File: src/rtl/fpu_pipe_arbiter.sv
// Round-robin issue arbiter sharing one fixed-latency, fully pipelined FPU between two requesters.
// Issue-to-result latency LATENCY+1; credits cover in-flight plus buffered results so the FIFO never overflows.
module fpu_pipe_arbiter #(
  parameter int LATENCY = 7,
  parameter int TAG_W   = 5,
  parameter int DEPTH   = 8
) (
  input  logic             clk,
  input  logic             rstn,
  input  logic             flush,
  input  logic             r0_valid,
  output logic             r0_ready,
  input  logic [31:0]      r0_data,
  input  logic [TAG_W-1:0] r0_tag,
  input  logic             r1_valid,
  output logic             r1_ready,
  input  logic [31:0]      r1_data,
  input  logic [TAG_W-1:0] r1_tag,
  output logic [31:0]      u_x,
  input  logic [31:0]      u_y,
  output logic             res_valid,
  input  logic             res_ready,
  output logic [31:0]      res_data,
  output logic [TAG_W-1:0] res_tag,
  output logic             res_src
);
  localparam int CW = $clog2(DEPTH + 1);
  localparam int PW = (DEPTH > 1) ? $clog2(DEPTH) : 1;
  localparam logic [CW-1:0] DEPTH_C  = CW'(DEPTH);
  localparam logic [CW-1:0] CNT_ONE  = CW'(1);
  localparam logic [PW-1:0] PTR_LAST = PW'(DEPTH - 1);
  localparam logic [PW-1:0] PTR_ONE  = PW'(1);

  typedef struct packed {
    logic [31:0]      data;
    logic [TAG_W-1:0] tag;
    logic             src;
  } res_t;

  logic [CW-1:0]                 r_count;
  logic [CW-1:0]                 r_occ;
  logic [PW-1:0]                 r_wr;
  logic [PW-1:0]                 r_rd;
  logic                          r_last;
  logic [LATENCY-1:0]            r_pv;
  logic [LATENCY-1:0]            r_psrc;
  logic [LATENCY-1:0][TAG_W-1:0] r_ptag;
  res_t                          r_mem [DEPTH];

  logic          w_cand;
  logic          w_pop;
  logic          w_push;
  logic          w_credit;
  logic          w_issue;
  logic [CW-1:0] w_count_nxt;
  logic [CW-1:0] w_occ_nxt;
  res_t          w_head;

  function automatic logic [PW-1:0] ptr_inc(input logic [PW-1:0] p);
    return (p == PTR_LAST) ? '0 : p + PTR_ONE;
  endfunction

  // With both valid, the requester not granted last wins; a lone requester is always the candidate.
  assign w_cand   = (r0_valid && r1_valid) ? ~r_last : r1_valid;
  assign w_pop    = res_valid & res_ready;
  assign w_push   = r_pv[LATENCY-1] & ~flush;
  assign w_credit = (r_count < DEPTH_C) | w_pop;
  assign w_issue  = rstn & (r0_valid | r1_valid) & w_credit & ~flush;

  assign r0_ready = w_issue & ~w_cand;
  assign r1_ready = w_issue & w_cand;
  assign u_x      = w_issue ? (w_cand ? r1_data : r0_data) : 32'h0;

  assign w_head    = r_mem[r_rd];
  assign res_valid = (r_occ != '0);
  assign res_data  = res_valid ? w_head.data : 32'h0;
  assign res_tag   = res_valid ? w_head.tag  : '0;
  assign res_src   = res_valid ? w_head.src  : 1'b0;

  always_comb begin
    w_count_nxt = r_count;
    w_occ_nxt   = r_occ;
    if (w_issue && !w_pop)      w_count_nxt = r_count + CNT_ONE;
    else if (!w_issue && w_pop) w_count_nxt = r_count - CNT_ONE;
    if (w_push && !w_pop)       w_occ_nxt = r_occ + CNT_ONE;
    else if (!w_push && w_pop)  w_occ_nxt = r_occ - CNT_ONE;
  end

  always_ff @(posedge clk or negedge rstn) begin
    if (!rstn) begin
      r_count <= '0;
      r_occ   <= '0;
      r_wr    <= '0;
      r_rd    <= '0;
      r_last  <= 1'b1;
      r_pv    <= '0;
      r_psrc  <= '0;
      r_ptag  <= '0;
    end else begin
      if (w_issue) r_last <= w_cand;
      r_psrc[0] <= w_cand;
      r_ptag[0] <= w_cand ? r1_tag : r0_tag;
      for (int i = 1; i < LATENCY; i++) begin
        r_psrc[i] <= r_psrc[i-1];
        r_ptag[i] <= r_ptag[i-1];
      end
      // Flush drops tracked ops, so stale u_y values are never captured.
      if (flush) begin
        r_count <= '0;
        r_occ   <= '0;
        r_wr    <= '0;
        r_rd    <= '0;
        r_pv    <= '0;
      end else begin
        r_count <= w_count_nxt;
        r_occ   <= w_occ_nxt;
        r_pv[0] <= w_issue;
        for (int i = 1; i < LATENCY; i++) r_pv[i] <= r_pv[i-1];
        if (w_push) r_wr <= ptr_inc(r_wr);
        if (w_pop)  r_rd <= ptr_inc(r_rd);
      end
    end
  end

  always_ff @(posedge clk) begin
    if (w_push) r_mem[r_wr] <= '{data: u_y, tag: r_ptag[LATENCY-1], src: r_psrc[LATENCY-1]};
  end

  a_no_overflow: assert property (@(posedge clk) disable iff (!rstn || flush)
    !(w_push && (r_occ == DEPTH_C) && !w_pop));

endmodule
File: config.mk
export PLATFORM = sky130hd
export DESIGN_NAME = fpu_pipe_arbiter
export DESIGN_NICKNAME = d
export VERILOG_FILES = /design/src/rtl/fpu_pipe_arbiter.sv
export SDC_FILE = /design/constraint.sdc
export NUM_CORES = 1
export LEC_CHECK = 0
export CAP_MARGIN = 10
export CELL_PAD_IN_SITES_DETAIL_PLACEMENT = 1
export CELL_PAD_IN_SITES_GLOBAL_PLACEMENT = 1
export CORE_MARGIN = 2
export CORE_UTILIZATION = 35
export DETAILED_ROUTE_END_ITERATION = 6
export GPL_TIMING_DRIVEN = 0
export PLACE_DENSITY_LB_ADDON = 0.1
export SLEW_MARGIN = 10
export SYNTH_ARGS = -nofsm -noshare
export SYNTH_HDL_FRONTEND = slang
export SYNTH_SLANG_ARGS = --single-unit
File: constraint.sdc
create_clock -name clk -period 11 [get_ports clk]
set_input_delay 1.1 -clock clk [delete_from_list [all_inputs] [get_ports clk]]
set_output_delay 1.1 -clock clk [all_outputs]
set_load 0.05 [all_outputs]
# ---- Word-level counts from Yosys, hierarchy flattened
# Memories as Yosys holds them, arrays and structs flattened.
# Index checks and enable logic that the tools add are counted.
dict set report totals {
  regBits 64
  ramBits 304
  wordCells 71
  mem_count 1
}
# name words width rd rd_clocked_by_memory_dff write_ports line
set mem_list {}
lappend mem_list {r_mem 8 38 1 0 1 48} ;# res_t r_mem [DEPTH];
dict set report classes {
  addsub 6
  magnitude_cmp 1
  eq_ne 2
  n_mux 22
  bitwise_logic 12
  reduce_logical 13
}
# operator count
set ops {}
lappend ops {{32-bit two-way mux} 3}
lappend ops {{4-bit two-way mux} 6}
lappend ops {{3-bit two-way mux} 6}
lappend ops {{5-bit two-way mux} 2}
lappend ops {{4-bit by 1-bit adder with 4-bit output (second input constant)} 2}
lappend ops {{4-bit by 1-bit subtractor with 4-bit output (second input constant)} 2}
lappend ops {{1-bit AND} 7}
lappend ops {{7-bit two-way mux} 1}
lappend ops {{3-bit by 1-bit adder with 3-bit output (second input constant)} 2}
lappend ops {{3-bit equality test (second input constant)} 2}
lappend ops {{3-bit nonzero test} 2}
lappend ops {{1-bit logical AND} 5}
lappend ops {{4-bit < comparator (second input constant)} 1}
lappend ops {{1-bit two-way mux} 4}
lappend ops {{2-bit nonzero test} 2}
lappend ops {{4-bit nonzero test} 1}
lappend ops {{1-bit zero test} 3}
lappend ops {{1-bit inverter} 3}
lappend ops {{1-bit bitwise OR} 2}

# ---- Depth between registers and ports, before layout
# Gate-level depths: netlist (run 1).
dict set report logic_depth {
  ltp_word 10
  mapped_depth 11
  ltp_nobuf 9
}

# ---- Least setup slack after synthesis (run 1)
# Ideal clock, no wire load.
dict set report synth_path {
  path_type {input -> register}
  from {input port flush}
  to {memory r_mem[0][0] (netlist bit) (enable)}
  t_arrival_ps 4165
  required_ps 10520
  setup_slack_ps 6355
  path_stages 4
  cell_sequence {buf_2 -> nor2b_1 -> nand2b_1 -> nor3_1}
}
dict set report synth_between {
  elab_chain_len 4
}
# element line
set synth_rtl {}
lappend synth_rtl {{from (decl)} 10} ;# input logic flush,
lappend synth_rtl {{1-bit inverter} 66} ;# assign w_push = r_pv[LATENCY-1] & ~flush;
lappend synth_rtl {{1-bit AND} 66}
lappend synth_rtl {{1-bit two-way mux} 126} ;# if (w_push) r_mem[r_wr] <= '{data: u_y, tag: r_ptag[LATENCY-1], src: r_psrc[LATENCY-1]};
lappend synth_rtl {{1-bit two-way mux (implied by the code)} 126}
lappend synth_rtl {{to (decl)} 48}
# No other way between the ends.

# ---- Final worst setup path (run 1)
dict set report layout_path {
  from {input port r1_valid}
  to {output port u_x[20]}
}
dict set report layout_between {
  elab_chain_len 5
  word_cells_on_any_way 8
}
# element line
set layout_rtl {}
lappend layout_rtl {{from (decl)} 15} ;# input logic r1_valid,
lappend layout_rtl {{1-bit bitwise OR} 68} ;# assign w_issue = rstn & (r0_valid | r1_valid) & w_credit & ~flush;
lappend layout_rtl {{1-bit AND (3 in a row)} 68}
lappend layout_rtl {{32-bit two-way mux (*)} 72} ;# assign u_x = w_issue ? (w_cand ? r1_data : r0_data) : 32'h0;
lappend layout_rtl {{to (decl)} 19} ;# output logic [31:0] u_x,
# Every way passes the cells marked *; elsewhere a longest branch is shown, timed or not.

==> metrics.md, run 1 <==
| Metric | Value |
|---|---|
| Worst Skew | `0.01076 ns` |
| Clk sinks | `368` |
| # Max-Cap Violations | `0` |
| Met3 GRT Util | `3.661%` |
| Die ar. | `42,980 um^2` |
| Max-Slew Margin vs Limit | `29.66%` |
| CP Capture Type | `primary output` |
| Vias per cell | `4.931` |
| GRT Util Overall | `16.48%` |
| Maximum fanout along the worst path | `10` |
| Drt first pass iters | `4` |
| Die H | `207.3 um` |
| EDFF count, synth | `304` |
| Layout Utilization | `45.80%` |
| Filler Cell Count | `3,949` |
| IO buf count | `182` |
| Post-route minimum period | `4.750 ns` |
| Area delta synth->final | `29.26%` |
| CP max stage cell | `clkdlybuf4s50_1` |
| Net count after synthesis | `919` |
| Worst Path Required | `9.90 ns` |
| YS warnings | `0` |
| Dominant synthesized flop cell | `edfxtp_1` |
| Post-synthesis sequential area ratio | `74.18%` |
| Fmax | `210.5 MHz` |
| Layout Nets | `1,164` |
| Core Box Area | `40,830 um^2` |
| GR Util met2 | `27.30%` |
| Initial Util | `35.43%` |
| CTS Buffer Depth | `3` |
| Initial antenna violation count | `1` |
| Largest stage delay on the critical path | `0.83 ns` |
| Drt drc | `0` |
| Syn Inst Count | `798` |
| Vias | `7,899` |
| Max rail drop VDD | `0.0001131 V` |
| Area of the multi-input gates | `3521 um^2` |
| Status | `complete, no violations` |
| Power per cell area | `225.6 nW/um^2` |
| Diodes inserted | `0` |
| Leakage Power | `0.006280 uW` |
| Ys async rst share | `17.39%` |
| Slew Viols, Final | `0` |
| Pin count of the biggest net entering global routing | `66` |
| Placed wire-length estimate | `23,110 um` |
| Post-synthesis register bit count | `368` |
| TritonCTS clock tree | `yes` |
| Hold Fails Final Rpt | `0` |
| RSZ-0062 raised after global routing | `false` |
| Crit start category | `input pin` |
| H-tree depth | `2` |
| Avg WL per Cell | `21.95 um` |
| Gr ovfl total | `0` |
| DRT antenna net count | `0` |
| Met1 Use GR | `22.68%` |
| Most frequent cells in the layout | `edfxtp_1, clkdlybuf4s50_1, nand2_1, mux4_2, dfrtp_1` |
| Clock root cell | `clkbuf_16` |
| Worst slew pin tran | `1.055 ns` |
| Worst-skew pair later-pin latency | `0.52 ns` |
| Postcts setup bufs | `0` |
| Die W | `207.3 um` |
| Largest cells by area after synthesis | `edfxtp_1, mux4_2, dfrtp_1, mux2i_1, nand2_1` |
| Top Usage Layer GRT | `met2` |
| Worst hold-check slack | `0.3447 ns` |
| Flop-to-flop setup slack | `8.29 ns` |
| Final setup fails | `0` |
| Setup tns final | `0 ns` |
| # hold bufs at CTS | `0` |
| IO Pins | `185` |
| Post-CTS sizing | `0` |
| Worst-path clk slew | `0.06 ns` |
| Hold Crit Class | `reg2reg` |
| Synth top area share | `63.10%` |
| Count of different cell masters after synthesis | `44` |
| Share of post-route cells with drive strength above 1 | `18.41%` |
| Vias in the first global route | `8,680` |
| First-pass GRT wire length | `54,000 um` |
| Post-Syn Area per Cell | `18.13 um^2` |
| Synthesized area | `14,470 um^2` |
| Crit path cell chain | `clkdlybuf4s50_1 -> nand2_1 -> inv_1 -> clkbuf_1 -> clkbuf_1 -> nand2_1 -> a21oi_1 -> clkdlybuf4s50_1` |
| Setup CP Type | `in2out` |
| Clock buffer count from CTS | `41` |
| Crit path DAT | `3.65 ns` |
| FF+latch area | `10,730 um^2` |
| Initial DRC Count | `468` |
| Wirelength, routed | `35,160 um` |
| Cell accounting for the most synthesized area | `edfxtp_1` |
| GP Congestion | `0.7070` |
| Most common cell after layout, fill and taps aside | `edfxtp_1` |
| Rows | `74` |
| Final Cycle Share | `43.18%` |
## synthesized netlist by cell type, types with 2 or more instances
cell type and instances:
a211oi_1 2, a21oi_1 38, and2_1 2, buf_2 15, buf_4 6, buf_6 2
clkbuf_1 24, dfrtp_1 63, edfxtp_1 304, fa_1 2, ha_1 7, inv_1 10
mux2i_1 41, mux4_2 76, nand2_1 93, nand2b_1 4, nand3_1 2, nor2_1 59
nor2b_1 8, nor3_1 3, nor4_1 4, o21ai_0 4, o311ai_0 2, or4_1 3
xnor2_1 5
## worst max-delay path: cells and delay by family
kind	cells	cell delay (ns)
buffers and inverters	5	2.19
AND/OR/NAND/NOR	2	0.19
AO/OA/AOI/OAI	1	0.16
## stage by stage
step	setup WS (ns)	area (um^2)	power, uW	instances
detailed placement	6.208	17330	2880	1532
floorplan	6.355	14470	2432	798
finish	6.250	18700	4218	1602
CTS	6.206	18700	4285	1602
global route	5.964	18700	4400	1602
global placement	3.262	16960	2871	1512
## routing by layer
metal	wire, um	vias to the layer above
met3	1839	38
li1	-	3560
met2	17060	200
met1	15720	4099
met5	13	-
met4	522	2
## power breakdown
group / total [uW] / switching (uW) / internal, uW
Clock: 1400 / 535 / 860
Sequential: 1580 / 28.1 / 1560
Combinational: 1240 / 791 / 449
Total: 4220 / 1350 / 2860
## state kept, by name (all words and copies together), names as in the netlist
| register | flops |
|---|---|
| r_wr | 3 |
| r_rd | 3 |
| r_mem | 304 |
| r_last | 1 |
| r_ptag | 35 |
| r_count | 4 |
| r_occ | 4 |
| r_pv | 7 |
| r_psrc | 7 |
## cells by family after synthesis
kind of cell	Yosys count	synth area share, %
flops	368	74.18
simple gates	187	5.656
mux	118	14.75
buf+inv	57	1.868
compound gates	53	2.309
fa+ha+maj	9	0.8821
xor+xnor	6	0.3632
## cell type report
| type | instances | share of cell area, % |
|---|---|---|
| flip-flops and latches | 368 | 57.39 |
| plain buffers | 47 | 1.244 |
| clock inverters | 22 | 1.586 |
| well taps | 532 | 3.559 |
| clock buffers | 48 | 5.734 |
| multi-input cells | 373 | 18.83 |
| inverters | 10 | 0.2007 |
| repair buffers | 202 | 11.46 |
## path summary, 6_finish.rpt
kind	start	end	cells past startpoint
max	r1_valid	u_x[20]	8
min	r_ptag[2]	r_ptag[7]	0
max reg2reg	r_occ[1]	r_count[3]	9
min reg2reg	r_ptag[2]	r_ptag[7]	0
max in group asynchronous	rstn	r_ptag[5]	1
min in group asynchronous	rstn	r_occ[3]	1
Note: power is estimated with default switching activity, not from simulation.
==> inputs of run 2 (changes only) <==
clock period = 4.9 ns   (was 11 ns; I/O delays follow)
==> results of run 2 <==
Same layout as run 1 (identical final DEF). Status: complete, no violations.
Among the figures that moved: setup slack after placement 6.208 ns -> 1.289 ns; setup slack after layout 6.250 ns -> 0.8009 ns; hold slack 0.3447 ns -> 0.07746 ns; start point of the critical path r1_valid -> r_occ[1]; end point of the critical path u_x[20] -> res_tag[3]; register-to-register setup slack 8.29 ns -> 2.19 ns; total power 4218 uW -> 9469 uW; worst IR drop on VDD 0.0001131 V -> 0.0002540 V
